==> src/rtl/block_memory_arbiter_pkg.sv <==
// Shared definitions for the block memory arbiter: FSM encoding, requester
// identifiers and the byte-merge helper used by the read-modify-write path.
package block_memory_arbiter_pkg;

  // FSM encoding
  localparam logic [0:0] STATE_IDLE      = 1'b0;
  localparam logic [0:0] STATE_RMW_MERGE = 1'b1;

  // Requester identifiers (also the last-grant / in-flight owner encoding)
  localparam logic PORT_FETCH = 1'b0;
  localparam logic PORT_DATA  = 1'b1;

  // Widest word the merge helper handles; callers zero-extend and truncate.
  localparam int MAX_WORD_SIZE = 32'd256;
  localparam int MAX_BYTES     = 32'd32;

  // Replace each byte of old_word whose mask bit is set with the byte of new_word.
  function automatic logic [MAX_WORD_SIZE-1:0] byte_merge(
    input logic [MAX_WORD_SIZE-1:0] old_word,
    input logic [MAX_WORD_SIZE-1:0] new_word,
    input logic [MAX_BYTES-1:0]     mask
  );
    logic [MAX_WORD_SIZE-1:0] merged;
    merged = old_word;
    for (int i = 0; i < MAX_BYTES; i++) begin
      if (mask[i]) begin
        merged[8*i +: 8] = new_word[8*i +: 8];
      end else begin
        merged[8*i +: 8] = old_word[8*i +: 8];
      end
    end
    return merged;
  endfunction

endpackage

==> src/rtl/block_memory_arbiter_round_robin.sv <==
// Two-requester round-robin grant. On a tie the requester not granted last
// wins; the last-grant pointer advances only when a grant is actually made.
module round_robin_arbiter_2
  import block_memory_arbiter_pkg::*;
(
  input  logic       clk,
  input  logic       reset,
  input  logic       enable,
  input  logic [1:0] request,
  output logic [1:0] grant
);

  logic       last_grant_r;
  logic [1:0] grant_s;

  // Select at most one requester; bit 0 is fetch, bit 1 is data.
  always_comb begin
    grant_s = 2'b00;
    if (enable) begin
      case (request)
        2'b11:   grant_s = (last_grant_r == PORT_DATA) ? 2'b01 : 2'b10;
        2'b01:   grant_s = 2'b01;
        2'b10:   grant_s = 2'b10;
        default: grant_s = 2'b00;
      endcase
    end else begin
      grant_s = 2'b00;
    end
  end

  // Remember who was served last; reset favours fetch on the first tie.
  always_ff @(posedge clk) begin
    if (reset) begin
      last_grant_r <= PORT_DATA;
    end else if (grant_s[0]) begin
      last_grant_r <= PORT_FETCH;
    end else if (grant_s[1]) begin
      last_grant_r <= PORT_DATA;
    end else begin
      last_grant_r <= last_grant_r;
    end
  end

  assign grant = grant_s;

endmodule

==> src/rtl/block_memory_arbiter.sv <==
// Shares one registered-read block memory between the fetch port and the
// load/store port. Reads are pipelined one per cycle; sub-word stores are
// done as a read followed by a merged write, stalling both ports one cycle.
module block_memory_arbiter
  import block_memory_arbiter_pkg::*;
#(
  parameter int ADDRESS_SIZE = 10,
  parameter int WORD_SIZE    = 32
) (
  input  logic                      clk,
  input  logic                      reset,
  input  logic                      fetch_req_valid,
  output logic                      fetch_req_ready,
  input  logic [ADDRESS_SIZE-1:0]   fetch_address,
  output logic                      fetch_resp_valid,
  output logic [WORD_SIZE-1:0]      fetch_resp_data,
  input  logic                      data_req_valid,
  output logic                      data_req_ready,
  input  logic                      data_write,
  input  logic [ADDRESS_SIZE-1:0]   data_address,
  input  logic [WORD_SIZE-1:0]      data_write_data,
  input  logic [WORD_SIZE/8-1:0]    data_byte_mask,
  output logic                      data_resp_valid,
  output logic [WORD_SIZE-1:0]      data_resp_data,
  output logic                      mem_read_enable,
  output logic                      mem_write_enable,
  output logic [ADDRESS_SIZE-1:0]   mem_read_address,
  output logic [ADDRESS_SIZE-1:0]   mem_write_address,
  output logic [WORD_SIZE-1:0]      mem_write_data,
  input  logic [WORD_SIZE-1:0]      mem_read_data
);

  localparam int BYTE_COUNT = WORD_SIZE / 8;

  logic [0:0]              state_r;
  logic [0:0]              state_next_s;
  logic                    inflight_valid_r;
  logic                    inflight_owner_r;
  logic [ADDRESS_SIZE-1:0] rmw_address_r;
  logic [WORD_SIZE-1:0]    rmw_data_r;
  logic [BYTE_COUNT-1:0]   rmw_mask_r;

  logic [1:0]              grant_s;
  logic                    arb_enable_s;
  logic                    issue_resp_s;
  logic                    issue_owner_s;
  logic                    latch_rmw_s;
  logic [WORD_SIZE-1:0]    merged_s;

  // Grants are only possible in IDLE and never while reset is held.
  assign arb_enable_s = (state_r == STATE_IDLE) && !reset;

  round_robin_arbiter_2 u_arbiter (
    .clk     (clk),
    .reset   (reset),
    .enable  (arb_enable_s),
    .request ({data_req_valid, fetch_req_valid}),
    .grant   (grant_s)
  );

  assign fetch_req_ready = grant_s[0];
  assign data_req_ready  = grant_s[1];

  // Old word from the RMW read overlaid with the latched store bytes.
  assign merged_s = WORD_SIZE'(byte_merge(MAX_WORD_SIZE'(mem_read_data),
                                          MAX_WORD_SIZE'(rmw_data_r),
                                          MAX_BYTES'(rmw_mask_r)));

  // Drive the memory port and choose the next state from the grant.
  always_comb begin
    mem_read_enable   = 1'b0;
    mem_write_enable  = 1'b0;
    mem_read_address  = fetch_address;
    mem_write_address = data_address;
    mem_write_data    = data_write_data;
    state_next_s      = state_r;
    issue_resp_s      = 1'b0;
    issue_owner_s     = PORT_FETCH;
    latch_rmw_s       = 1'b0;
    case (state_r)
      STATE_IDLE: begin
        if (grant_s[0]) begin
          mem_read_enable  = 1'b1;
          mem_read_address = fetch_address;
          issue_resp_s     = 1'b1;
          issue_owner_s    = PORT_FETCH;
        end else if (grant_s[1]) begin
          if (!data_write) begin
            mem_read_enable  = 1'b1;
            mem_read_address = data_address;
            issue_resp_s     = 1'b1;
            issue_owner_s    = PORT_DATA;
          end else if (&data_byte_mask) begin
            mem_write_enable = 1'b1;
          end else if (|data_byte_mask) begin
            // Partial store: fetch the old word, merge it next cycle.
            mem_read_enable  = 1'b1;
            mem_read_address = data_address;
            latch_rmw_s      = 1'b1;
            state_next_s     = STATE_RMW_MERGE;
          end else begin
            // Empty mask: accepted but nothing to write.
            mem_write_enable = 1'b0;
          end
        end else begin
          state_next_s = STATE_IDLE;
        end
      end
      STATE_RMW_MERGE: begin
        mem_write_enable  = 1'b1;
        mem_write_address = rmw_address_r;
        mem_write_data    = merged_s;
        state_next_s      = STATE_IDLE;
      end
      default: begin
        state_next_s = STATE_IDLE;
      end
    endcase
    // Reset drops any pending merge write and keeps the memory quiet.
    if (reset) begin
      mem_read_enable  = 1'b0;
      mem_write_enable = 1'b0;
      issue_resp_s     = 1'b0;
      latch_rmw_s      = 1'b0;
    end else begin
      latch_rmw_s = latch_rmw_s;
    end
  end

  // State, in-flight read tracking and the latched partial store.
  always_ff @(posedge clk) begin
    if (reset) begin
      state_r          <= STATE_IDLE;
      inflight_valid_r <= 1'b0;
      inflight_owner_r <= PORT_FETCH;
      rmw_address_r    <= {ADDRESS_SIZE{1'b0}};
      rmw_data_r       <= {WORD_SIZE{1'b0}};
      rmw_mask_r       <= {BYTE_COUNT{1'b0}};
    end else begin
      state_r          <= state_next_s;
      inflight_valid_r <= issue_resp_s;
      inflight_owner_r <= issue_owner_s;
      if (latch_rmw_s) begin
        rmw_address_r <= data_address;
        rmw_data_r    <= data_write_data;
        rmw_mask_r    <= data_byte_mask;
      end else begin
        rmw_address_r <= rmw_address_r;
        rmw_data_r    <= rmw_data_r;
        rmw_mask_r    <= rmw_mask_r;
      end
    end
  end

  // Responses follow the issuing read by one cycle; reset suppresses them.
  assign fetch_resp_valid = inflight_valid_r && (inflight_owner_r == PORT_FETCH) && !reset;
  assign data_resp_valid  = inflight_valid_r && (inflight_owner_r == PORT_DATA) && !reset;
  assign fetch_resp_data  = mem_read_data;
  assign data_resp_data   = mem_read_data;

endmodule

==> config.mk <==
export PLATFORM = sky130hd
export DESIGN_NAME = block_memory_arbiter
export DESIGN_NICKNAME = d
export VERILOG_FILES = /design/src/rtl/block_memory_arbiter_pkg.sv /design/src/rtl/block_memory_arbiter_round_robin.sv /design/src/rtl/block_memory_arbiter.sv
export SDC_FILE = /design/constraint.sdc
export NUM_CORES = 1
export LEC_CHECK = 0
export ABC_CLOCK_PERIOD_IN_PS = 3700
export CORE_ASPECT_RATIO = 1.2
export CORE_MARGIN = 2
export CORE_UTILIZATION = 39
export CTS_CLUSTER_SIZE = 24
export DETAILED_ROUTE_END_ITERATION = 8
export PLACE_DENSITY = 0.87
export SLEW_MARGIN = 15
export SYNTH_ARGS = -nofsm -noshare
export SYNTH_HDL_FRONTEND = slang
export SYNTH_HIERARCHICAL = 1
export SYNTH_SLANG_ARGS = --single-unit
==> constraint.sdc <==
create_clock -name clk -period 3.7 [get_ports clk]
set_input_delay 1.11 -clock clk [delete_from_list [all_inputs] [get_ports clk]]
set_output_delay 1.11 -clock clk [all_outputs]
set_load 0.02 [all_outputs]
# Word level (Yosys, flattened, before mapping)
# Index checks and enable logic that the tools add are counted.
word_totals:
  reg_bits: 50
  out_inout_bits: 122
classes:
  n_eq_ne: 3
  n_mux: 39
  bitwise_logic: 2
  reduce_logical: 11
ops:
  columns: ["operator", "count"]
  rows:
  - ["$mux 10", 7]
  - ["$mux 32", 1]
  - ["$mux 8", 4]
  - ["$mux 1", 22]
  - ["$pmux 2 s3", 1]
  - ["$logic_and 1x1->1", 5]
  - ["$eq 2x2->1 const B", 2]
  - ["$mux 2", 2]
  - ["$pmux 1 s2", 2]
  - ["$reduce_and 4->1", 1]
  - ["$reduce_or 4->1", 1]
  - ["$reduce_or 3->1", 1]
  - ["$eq 2x1->1 const B", 1]
  - ["$not 1->1", 2]
  - ["$reduce_bool 2->1", 1]
  - ["$reduce_or 2->1", 1]
  - ["$logic_not 1->1", 1]

# Depth between registers and ports, before layout
# Gate-level depths: netlist of the first run.
logic_depth:
  depth_word: 8
  ltp_mapped: 9

# Hierarchy
# The synthesis of the first run kept the hierarchy.
modules_own_cells:
  columns: ["module", "instances", "cells_per_inst", "area_per_inst_um2", "seq_area_each_um2"]
  rows:
  - ["block_memory_arbiter", 1, 413, 3681.0, 980.9]
  - ["round_robin_arbiter_2", 1, 8, 58.8, 20.0]

# Worst setup path before layout of the first run
# No wires, ideal clock.
synth_path:
  path_type: "input to output"
  startpoint: "input reset"
  endpoint: "output mem_read_address[0]"
  t_arrival_ps: 2847
  required_ps: 2590
  setup_slack_ps: -257
  path_stages: 7
  path_buffers: 1
  path_cell_list: "nor2_1 > nand2_1 > a21oi_1 > nor3b_1 > clkbuf_1 > nand3_1 > nand4_1"
synth_between:
  elab_chain_cells: 6
synth_rtl:
  columns: ["item", "line_no", "text"]
  rows:
  - ["start, declared", "block_memory_arbiter.sv:11", "input logic reset,"]
  - ["$logic_not 1->1", "block_memory_arbiter.sv:51", "assign arb_enable_s = (state_r == STATE_IDLE) && !reset;"]
  - ["$logic_and 1x1->1", "block_memory_arbiter.sv:51", null]
  - ["$mux 2", "block_memory_arbiter_round_robin.sv:19", "if (enable) begin"]
  - ["named net data_req_ready", "block_memory_arbiter.sv:18", "output logic data_req_ready,"]
  - ["$mux 10", "block_memory_arbiter.sv:87", "end else if (grant_s[1]) begin"]
  - ["$mux 10", "block_memory_arbiter.sv:82", "if (grant_s[0]) begin"]
  - ["$mux 10", "block_memory_arbiter.sv:80", "case (state_r)"]
  - ["end, declared", "block_memory_arbiter.sv:27", "output logic [ADDRESS_SIZE-1:0] mem_read_address,"]
# The timed path passes the listed nets, and every way through them passes these cells.

# Worst setup path after layout of the first run
layout_path:
  startpoint: "input data_byte_mask[2]"
  endpoint: "output mem_read_enable"
layout_between:
  elab_chain_cells: 8
layout_rtl:
  columns: ["item", "line_no", "text"]
  rows:
  - ["start, declared", "block_memory_arbiter.sv:22", "input logic [WORD_SIZE/8-1:0] data_byte_mask,"]
  - ["$reduce_or 4->1", "block_memory_arbiter.sv:95", "end else if (|data_byte_mask) begin"]
  - ["$mux 1", "block_memory_arbiter.sv:95", null]
  - ["$mux 1 (*)", "block_memory_arbiter.sv:93", "end else if (&data_byte_mask) begin"]
  - ["$mux 1 (*)", "block_memory_arbiter.sv:88", "if (!data_write) begin"]
  - ["$mux 1 (*)", "block_memory_arbiter.sv:87", null]
  - ["$mux 1 (*)", "block_memory_arbiter.sv:82", null]
  - ["$mux 1 (*)", "block_memory_arbiter.sv:80", null]
  - ["$mux 1 (*)", "block_memory_arbiter.sv:120", "if (reset) begin"]
  - ["end, declared", "block_memory_arbiter.sv:25", "output logic mem_read_enable,"]
# Every way passes the cells marked *; elsewhere a longest branch is shown, timed or not.

==> results.rst, run 1 <==
.. list-table::
   :header-rows: 1

   * - Metric
     - Value
   * - Cell repeated most along the worst path
     - dlygate4sd2_1
   * - Number of CTS-inserted buffers
     - 5
   * - Most heavily used metal layer in global routing
     - met2
   * - Critical Path AT
     - 2.55 ns
   * - Reported leakage power
     - 2.38 nW
   * - Mapped Area
     - approximately 3700 um2
   * - Run status
     - finished clean
   * - Cells after Synth
     - between 400 and 500
   * - Horizontal extent of the die
     - a little over 90 um
   * - Aggregate routed wire length
     - 11100 um
   * - Number of antenna repair diodes
     - 0
   * - Total setup violations reported at the end of the flow
     - 0
   * - Met1 Use GR
     - between 20% and 30%
   * - Layout-stage area growth over the synthesis result
     - 55.7%
   * - Max Transition Viols Final
     - 0
   * - Number of warnings issued by yosys
     - 6
   * - Max-Cap Viols
     - 0
   * - Vias in the first global route
     - 3649
   * - First-pass GRT wire length
     - 17900 um
   * - H-tree levels
     - 2
   * - Die span in y
     - 111 um
   * - Post-Place Setup Slack
     - -0.547 ns
   * - Total track usage
     - about a fifth
   * - Global placer's final weighted congestion
     - around 0.81
   * - Setup CP Type
     - input pin to output pin
   * - Largest net degree at the start of global routing
     - 78
   * - Unrepaired setup endpoints after global routing
     - false
   * - Clock tree from TritonCTS
     - yes
   * - Per-cell via count in the routed design
     - a little over 5
   * - CTS Sinks
     - 50
   * - Half-perimeter wire length of the detailed placement result
     - 8030 um
   * - Worst hold slack
     - 0.586 ns
   * - Row Count
     - 39
   * - Worst setup skew after layout
     - 0.00955 ns
   * - Met2 Resource Use GR
     - 37.6%
   * - Combined buffer and inverter count along the critical path
     - 2
   * - Footprint of the flip-flops and latches
     - approximately 1000 um2
   * - Final critical-path share of the clock period
     - 99.0%
   * - Slew at the pin closest to its max-slew limit
     - 0.815 ns
   * - HP Class
     - register to register
   * - CTS clock-pin slew for the worst setup and hold paths
     - 0.06 ns
   * - Core ar.
     - 9420 um2
   * - Post-route worst setup slack
     - 0.0371 ns
   * - Number of optimization iterations in the first detailed-route pass
     - 4
   * - Delay of the slowest critical-path stage
     - around 0.62 ns
   * - Final min period
     - between 3 and 4 ns
   * - Maximum fanout encountered on the critical timing path
     - 6
   * - Number of antenna violations at the first check in global routing
     - 0
   * - Total area of multi-input combinational cells
     - 2160 um2
   * - Detail-routed net length per standard cell
     - approximately 16 um
   * - Maximum count of clock buffers along a single path
     - 2
   * - Mean area per synthesized cell
     - 8.88 um2
   * - Remaining design rule violation count
     - 0
   * - Met3 usage
     - 4.62%
   * - Fraction of final layout cells sized beyond drive strength 1
     - 17.1%
   * - Initial Util
     - around two fifths
   * - Worst-path cell with the longest stage delay
     - or4_4
   * - Power density normalized to cell area
     - 277 nW/um2
   * - Number of nets still failing antenna checks after routing
     - 0
   * - Clock root buffer
     - clkbuf_16
   * - I/O Pins
     - 215
   * - Sequential element share of the synthesized area
     - 26.8%
   * - Overall die area
     - 10400 um2
   * - Synthesized net count
     - 514
   * - Remaining global-route overflow
     - 0
   * - Port Buffers
     - 214
   * - Worst max-slew margin expressed relative to the limit
     - 45.7%
   * - Net count of the finished layout
     - 666
   * - # fillers
     - 774
   * - Critical path required time
     - 2.59 ns
   * - DR vias
     - 3567
   * - Yosys reg bits
     - 50
   * - Cell-by-cell listing of the critical path
     - dlygate4sd2_1, or4_4, nand2_1, a31oi_1, dlygate4sd2_1
   * - Max frequency
     - 273 MHz
   * - Number of distinct library cells after synthesis
     - 30
   * - Clock latency reported for the late side of the worst-skew pair
     - roughly 0.29 ns
   * - Worst setup SP type
     - input pin
   * - Type of destination of the critical path
     - output pin
   * - Number of violations reported at the end of detailed-routing iteration 0
     - approximately 220
   * - Family with the most delay on the worst path
     - simple AND/OR/NAND/NOR gates
   * - Worst voltage drop across the vdd grid
     - 0.000177 V
   * - Hold Vio Cnt, Final
     - 0
-- logic make-up (layout without fill, tap and decap cells) --
kind of cell,Yosys count,after routing,share of synthesized area (%)
mux,88,88,27.4
compound gates,49,49,7.36
buf+inv,99,250,17.8
simple gates,135,136,20.6
flops,50,50,26.8
-- worst paths after layout --
kind | startpoint | endpoint | slack (ns) | cells after the start
min reg2reg | rmw_address_r[7] | rmw_address_r[7] | 0.59 | 2
max reg2reg | state_r | rmw_data_r[10] | 1.62 | 9
max | data_byte_mask[2] | mem_read_enable | 0.04 | 5
min | rmw_address_r[7] | rmw_address_r[7] | 0.59 | 2
-- stage by stage --
stage | instance area (um2) | std cells | util, % | TNS, ns | power, mW
finish | 5820 | 696 | 61.8 | 0 | 1.62
global route | 5820 | 696 | 61.8 | 0 | 1.68
floorplan | 3760 | 421 | - | 0 | 0.839
CTS | 5810 | 696 | 61.7 | 0 | 1.63
detailed placement | 5600 | 683 | 59.4 | -6.19 | 1.10
global placement | 5600 | 683 | 59.4 | -5.54 | 1.09
-- timing repair --
action	in CTS	in global routing
resized for setup	60	13
hold buffers	0	0
endpoints found under the hold margin	0	0
buffers inserted	4	2
cloned	2	0
endpoints found under the setup margin	13	17
pin swaps	3	3
-- state kept, by name, summed over array words and instances (netlist names) --
signal,flops
inflight_valid_r,1
state_r,1
rmw_data_r,32
rmw_mask_r,4
rmw_address_r,10
u_arbiter/last_grant_r,1
inflight_owner_r,1
-- power breakdown --
group          internal [mW]  total [mW]  leakage [nW]  switching [mW]
Clock                  0.334       0.529        0.0829           0.195
Sequential             0.551       0.561         0.405          0.0104
Combinational          0.279       0.525          1.89           0.246
Total                   1.16        1.62          2.38           0.452
-- cell type report --
type	count	share of cell area, %
repair buffers	239	39.9
multi-input cells	273	37.1
flip-flops and latches	50	17.2
well taps	123	2.64
clock buffers	6	2.38
clock inverters	1	0.516
inverters	4	0.258
-- tightest hold or removal path, stage by stage (launching register included) --
cell,delay (ns)
dfxtp_1,0.32
nor2b_1,0.12
mux2_1,0.12
-- cells in the final DEF, fill, tap and decap left out, types with 5 or more instances in the layout --
cell,netlist,routed
nand2b_1,10,8
mux2i_1,32,32
nand3_1,10,10
dlymetal6s2s_1,0,5
buf_2,0,7
dlygate4sd2_1,0,7
nand4_1,21,21
clkbuf_16,0,5
nor2_1,34,33
buf_4,65,24
mux2_4,20,20
a21oi_1,36,34
nor2b_1,46,46
mux2_2,21,21
clkdlybuf4s50_1,0,190
mux2_1,15,15
o211ai_1,10,10
dfxtp_1,50,49
-- per-layer routing --
| metal | vias to the layer above | routed length [um] |
|---|---|---|
| met5 | - | 0 |
| met4 | 0 | 213 |
| met3 | 22 | 803 |
| met2 | 167 | 5770 |
| met1 | 1669 | 4330 |
| li1 | 1709 | - |
-- synthesized netlist by cell type --
master | count | area share (%)
buf_1 | 3 | 0.30
mux2_2 | 21 | 6.3
mux2_1 | 15 | 4.5
inv_1 | 4 | 0.40
mux2_4 | 20 | 8.0
nand2b_1 | 10 | 1.7
buf_12 | 2 | 1.1
nand2_1 | 3 | 0.30
o21ai_0 | 1 | 0.13
mux2i_1 | 32 | 8.6
buf_4 | 65 | 13
nand3_1 | 10 | 1.3
nor3_1 | 1 | 0.13
nor3b_1 | 2 | 0.40
a211o_1 | 1 | 0.23
buf_6 | 1 | 0.30
clkbuf_1 | 23 | 2.3
a21oi_1 | 36 | 4.8
nand4_1 | 21 | 3.5
nor2_1 | 34 | 3.4
o211ai_1 | 10 | 2.0
nor4_2 | 1 | 0.33
or4_4 | 1 | 0.30
dfxtp_1 | 50 | 27
and3b_1 | 3 | 0.70
nor2b_1 | 46 | 7.7
buf_8 | 1 | 0.40
and4_1 | 2 | 0.47
nand4_2 | 1 | 0.33
a31oi_1 | 1 | 0.17
Note: power is estimated with default switching activity, not from simulation.
==> run 2, diff against run 1 <==
CORE_MARGIN = 1.5   (was 2)
==> run 2 against run 1 <==
Sequential cell count unchanged. Critical endpoint is now mem_read_address[1]. Largest cell class unchanged. Clock-buffer cell count increased by 1. Final cell count down 0.43%. Via count down 1.1%. Critical path type unchanged. Total power fell by 13%. Hold slack gained 0.014 ns. Combinational power barely moved. Worst setup slack better by 0.026 ns. Sequential power about the same.
==> results.rst, run 2 (synthesis gave the netlist of run 1 again) <==
.. list-table::
   :header-rows: 1

   * - Metric
     - Value
   * - Layout-stage area growth over the synthesis result
     - 53.2% (was 55.7%)
   * - Worst max-slew margin expressed relative to the limit
     - 65.4% (was 45.7%)
   * - Final critical-path share of the clock period
     - 98.3% (was 99.0%)
   * - Most heavily used metal layer in global routing
     - met2 (unchanged)
   * - First-pass GRT wire length
     - 17000 um (was 17900 um)
   * - Maximum fanout encountered on the critical timing path
     - 15 (was 6)
   * - Highest-count cells in the layout ignoring fill and taps
     - 193 x clkdlybuf4s50_1, 49 x dfxtp_1, 46 x nor2b_1, 34 x a21oi_1, 33 x nor2_1 (was 190 x clkdlybuf4s50_1, 49 x dfxtp_1, 46 x nor2b_1, 34 x a21oi_1, 33 x nor2_1)
   * - Max Transition Viols Final
     - 0 (unchanged)
   * - Aggregate routed wire length
     - 11000 um (was 11100 um)
   * - # fillers
     - 765 (was 774)
   * - Vias in the first global route
     - 3557 (was 3649)
   * - Core ar.
     - 9180 um2 (was 9420 um2)
   * - Final min period
     - 3.64 ns (was 3.66 ns)
   * - Per-cell via count in the routed design
     - 5.09 (was 5.13)
   * - Number of violations reported at the end of detailed-routing iteration 0
     - 211 (was 215)
   * - Fraction of final layout cells sized beyond drive strength 1
     - 17.1% (unchanged)
   * - Setup CP Type
     - input pin to output pin (unchanged)
   * - Maximum count of clock buffers along a single path
     - 2 (unchanged)
   * - Total track usage
     - 20.7% (was 21.0%)
   * - Clock tree from TritonCTS
     - yes (unchanged)
   * - Number of optimization iterations in the first detailed-route pass
     - 4 (unchanged)
   * - Remaining global-route overflow
     - 0 (unchanged)
   * - Met3 usage
     - 3.02% (was 4.62%)
   * - Row Count
     - 38 (was 39)
   * - DR vias
     - 3526 (was 3567)
   * - CTS Sinks
     - 50 (unchanged)
   * - Top reg by flops
     - rmw_data_r (unchanged)
   * - Global placer's final weighted congestion
     - 0.786 (was 0.811)
   * - Hold Vio Cnt, Final
     - 0 (unchanged)
   * - Worst setup SP type
     - input pin (unchanged)
   * - Net count of the finished layout
     - 665 (was 666)
   * - Largest net degree at the start of global routing
     - 52 (was 78)
   * - Initial Util
     - 40.8% (was 39.7%)
   * - Power share of the clock group
     - 23.0% (was 32.8%)
   * - Clock latency reported for the late side of the worst-skew pair
     - 0.29 ns (about the same)
   * - Post-layout utilization of the core
     - 62.4% (was 61.8%)
   * - H-tree levels
     - 2 (unchanged)
   * - Part of the power in combinational logic
     - 37.2% (was 32.5%)
   * - Sw power
     - 0.429 mW (was 0.452 mW)
   * - Detail-routed net length per standard cell
     - 15.8 um (was 16.0 um)
   * - Worst voltage drop across the vdd grid
     - 0.000120 V (was 0.000177 V)
   * - Most common cell after layout, fill and taps aside
     - clkdlybuf4s50_1 (unchanged)
   * - Met2 Resource Use GR
     - 39.9% (was 37.6%)
   * - Number of nets still failing antenna checks after routing
     - 0 (unchanged)
   * - Worst setup skew after layout
     - 0.00464 ns (was 0.00955 ns)
   * - Biggest registers after layout
     - rmw_data_r (32), rmw_address_r (10), rmw_mask_r (4) (unchanged)
   * - I/O Pins
     - 215 (unchanged)
   * - Type of destination of the critical path
     - output pin (unchanged)
   * - Total power
     - 1.41 mW (was 1.62 mW)
   * - Share of power burned in registers
     - 39.8% (was 34.7%)
   * - Clock root buffer
     - clkbuf_8 (was clkbuf_16)
   * - Unrepaired setup endpoints after global routing
     - false (unchanged)
   * - Half-perimeter wire length of the detailed placement result
     - 8210 um (was 8030 um)
   * - HP Class
     - register to register (unchanged)
   * - Number of antenna violations at the first check in global routing
     - 0 (unchanged)
   * - Met1 Use GR
     - 22.2% (was 24.6%)
   * - Slew at the pin closest to its max-slew limit
     - 0.518 ns (was 0.815 ns)
   * - Critical Path AT
     - 2.53 ns (was 2.55 ns)
   * - Power density normalized to cell area
     - 246 nW/um2 (was 277 nW/um2)
   * - Max-Cap Viols
     - 0 (unchanged)
   * - Number of CTS-inserted buffers
     - 5 (unchanged)
   * - Horizontal extent of the die
     - 92.4 um (was 93.4 um)
   * - CTS clock-pin slew for the worst setup and hold paths
     - 0.09 ns (was 0.06 ns)
   * - Critical path required time
     - 2.59 ns (about the same)
   * - Remaining design rule violation count
     - 0 (unchanged)
   * - Number of flip-flops under the largest register name
     - 32 (unchanged)
   * - Overall die area
     - 10200 um2 (was 10400 um2)
   * - Run status
     - finished clean (unchanged)
   * - Switching part of the total
     - 30.4% (was 28.0%)
   * - Internal power component
     - 0.981 mW (was 1.16 mW)
   * - Total setup violations reported at the end of the flow
     - 0 (unchanged)
   * - Die span in y
     - 110 um (was 111 um)
   * - Number of antenna repair diodes
     - 0 (unchanged)
   * - Reported leakage power
     - 2.30 nW (was 2.38 nW)
   * - Port Buffers
     - 214 (unchanged)
   * - Max frequency
     - 275 MHz (was 273 MHz)
==> run 2: cell types whose count changed in the layout (fill, tap and decap cells not counted), moves of 3 or more <==
cell | before | now
clkbuf_16 | 5 | 0
dlymetal6s2s_1 | 5 | 1
clkbuf_8 | 1 | 6
clkdlybuf4s50_1 | 190 | 193
==> run 2: path summary, 6_finish.rpt <==
kind	start	end	slack (ns)	cells after the start
max reg2reg	state_r	rmw_address_r[7]	1.46	9
min reg2reg	rmw_address_r[9]	rmw_address_r[9]	0.60	2
max	reset	mem_read_address[1]	0.06	10
min	rmw_address_r[9]	rmw_address_r[9]	0.60	2
==> run 2: layout make-up <==
cell class | count | area, um2 | area share, %
Clock inverter | 1 | 5.00 | 0.0874
Inverter | 4 | 15.0 | 0.262
Timing Repair Buffer | 238 | 2320 | 40.6
Tap cell | 120 | 150 | 2.62
Clock buffer | 7 | 86.3 | 1.51
Sequential cell | 50 | 1000 | 17.5
Multi-Input combinational cell | 273 | 2150 | 37.5
==> run 2: timing repair <==
item | 4_1_cts | 5_1_grt
setup buffers | 2 | 1
gates cloned | 2 | 0
hold buffers | 0 | 0
gates resized for setup | 55 | 15
pin swaps | 1 | 4
hold endpoints to repair | 0 | 0
setup endpoints to repair | 14 | 10
==> run 2: critical path, cell delays in order <==
cell and delay (ns):
buf_2 0.13, nor2_4 0.18, nand2_2 0.09, a21oi_4 0.12
nor3b_4 0.21, buf_4 0.17, buf_16 0.13, nand2b_1 0.10
nand4_1 0.11, buf_4 0.18
==> run 2: per-stage QoR <==
step	std cells	setup slack [ns]	TNS [ns]	cell area [um2]	hold slack, ns
3_5_place_dp	680	-0.565	-6.25	5590	0.578
4_1_cts	692	0.000459	0	5720	0.603
6_report	693	0.0631	0	5730	0.600
3_3_place_gp	680	-0.478	-5.61	5590	0.547
2_1_floorplan	421	0.0394	0	3760	0.533
5_1_grt	693	0.00513	0	5730	0.633
==> run 2: routing by layer <==
layer | routed length, um | vias up
met4 | 349 | 0
li1 | - | 1717
met5 | 0 | -
met1 | 4160 | 1615
met3 | 596 | 30
met2 | 5840 | 164
==> run 2: power groups by stage <==
stage | logic, mW | registers, mW | clock network, mW
4_1_cts | 0.523 | 0.561 | 0.342
3_3_place_gp | 0.512 | 0.573 | 0
6_report | 0.524 | 0.561 | 0.325
3_5_place_dp | 0.521 | 0.573 | 0
5_1_grt | 0.554 | 0.563 | 0.359
2_1_floorplan | 0.271 | 0.567 | 0
==> run 3, diff against run 2 <==
GPL_ROUTABILITY_DRIVEN = 0   (was unset)
==> results of run 3 <==
Same layout as run 2: the final DEF is identical, and so are final timing and power.
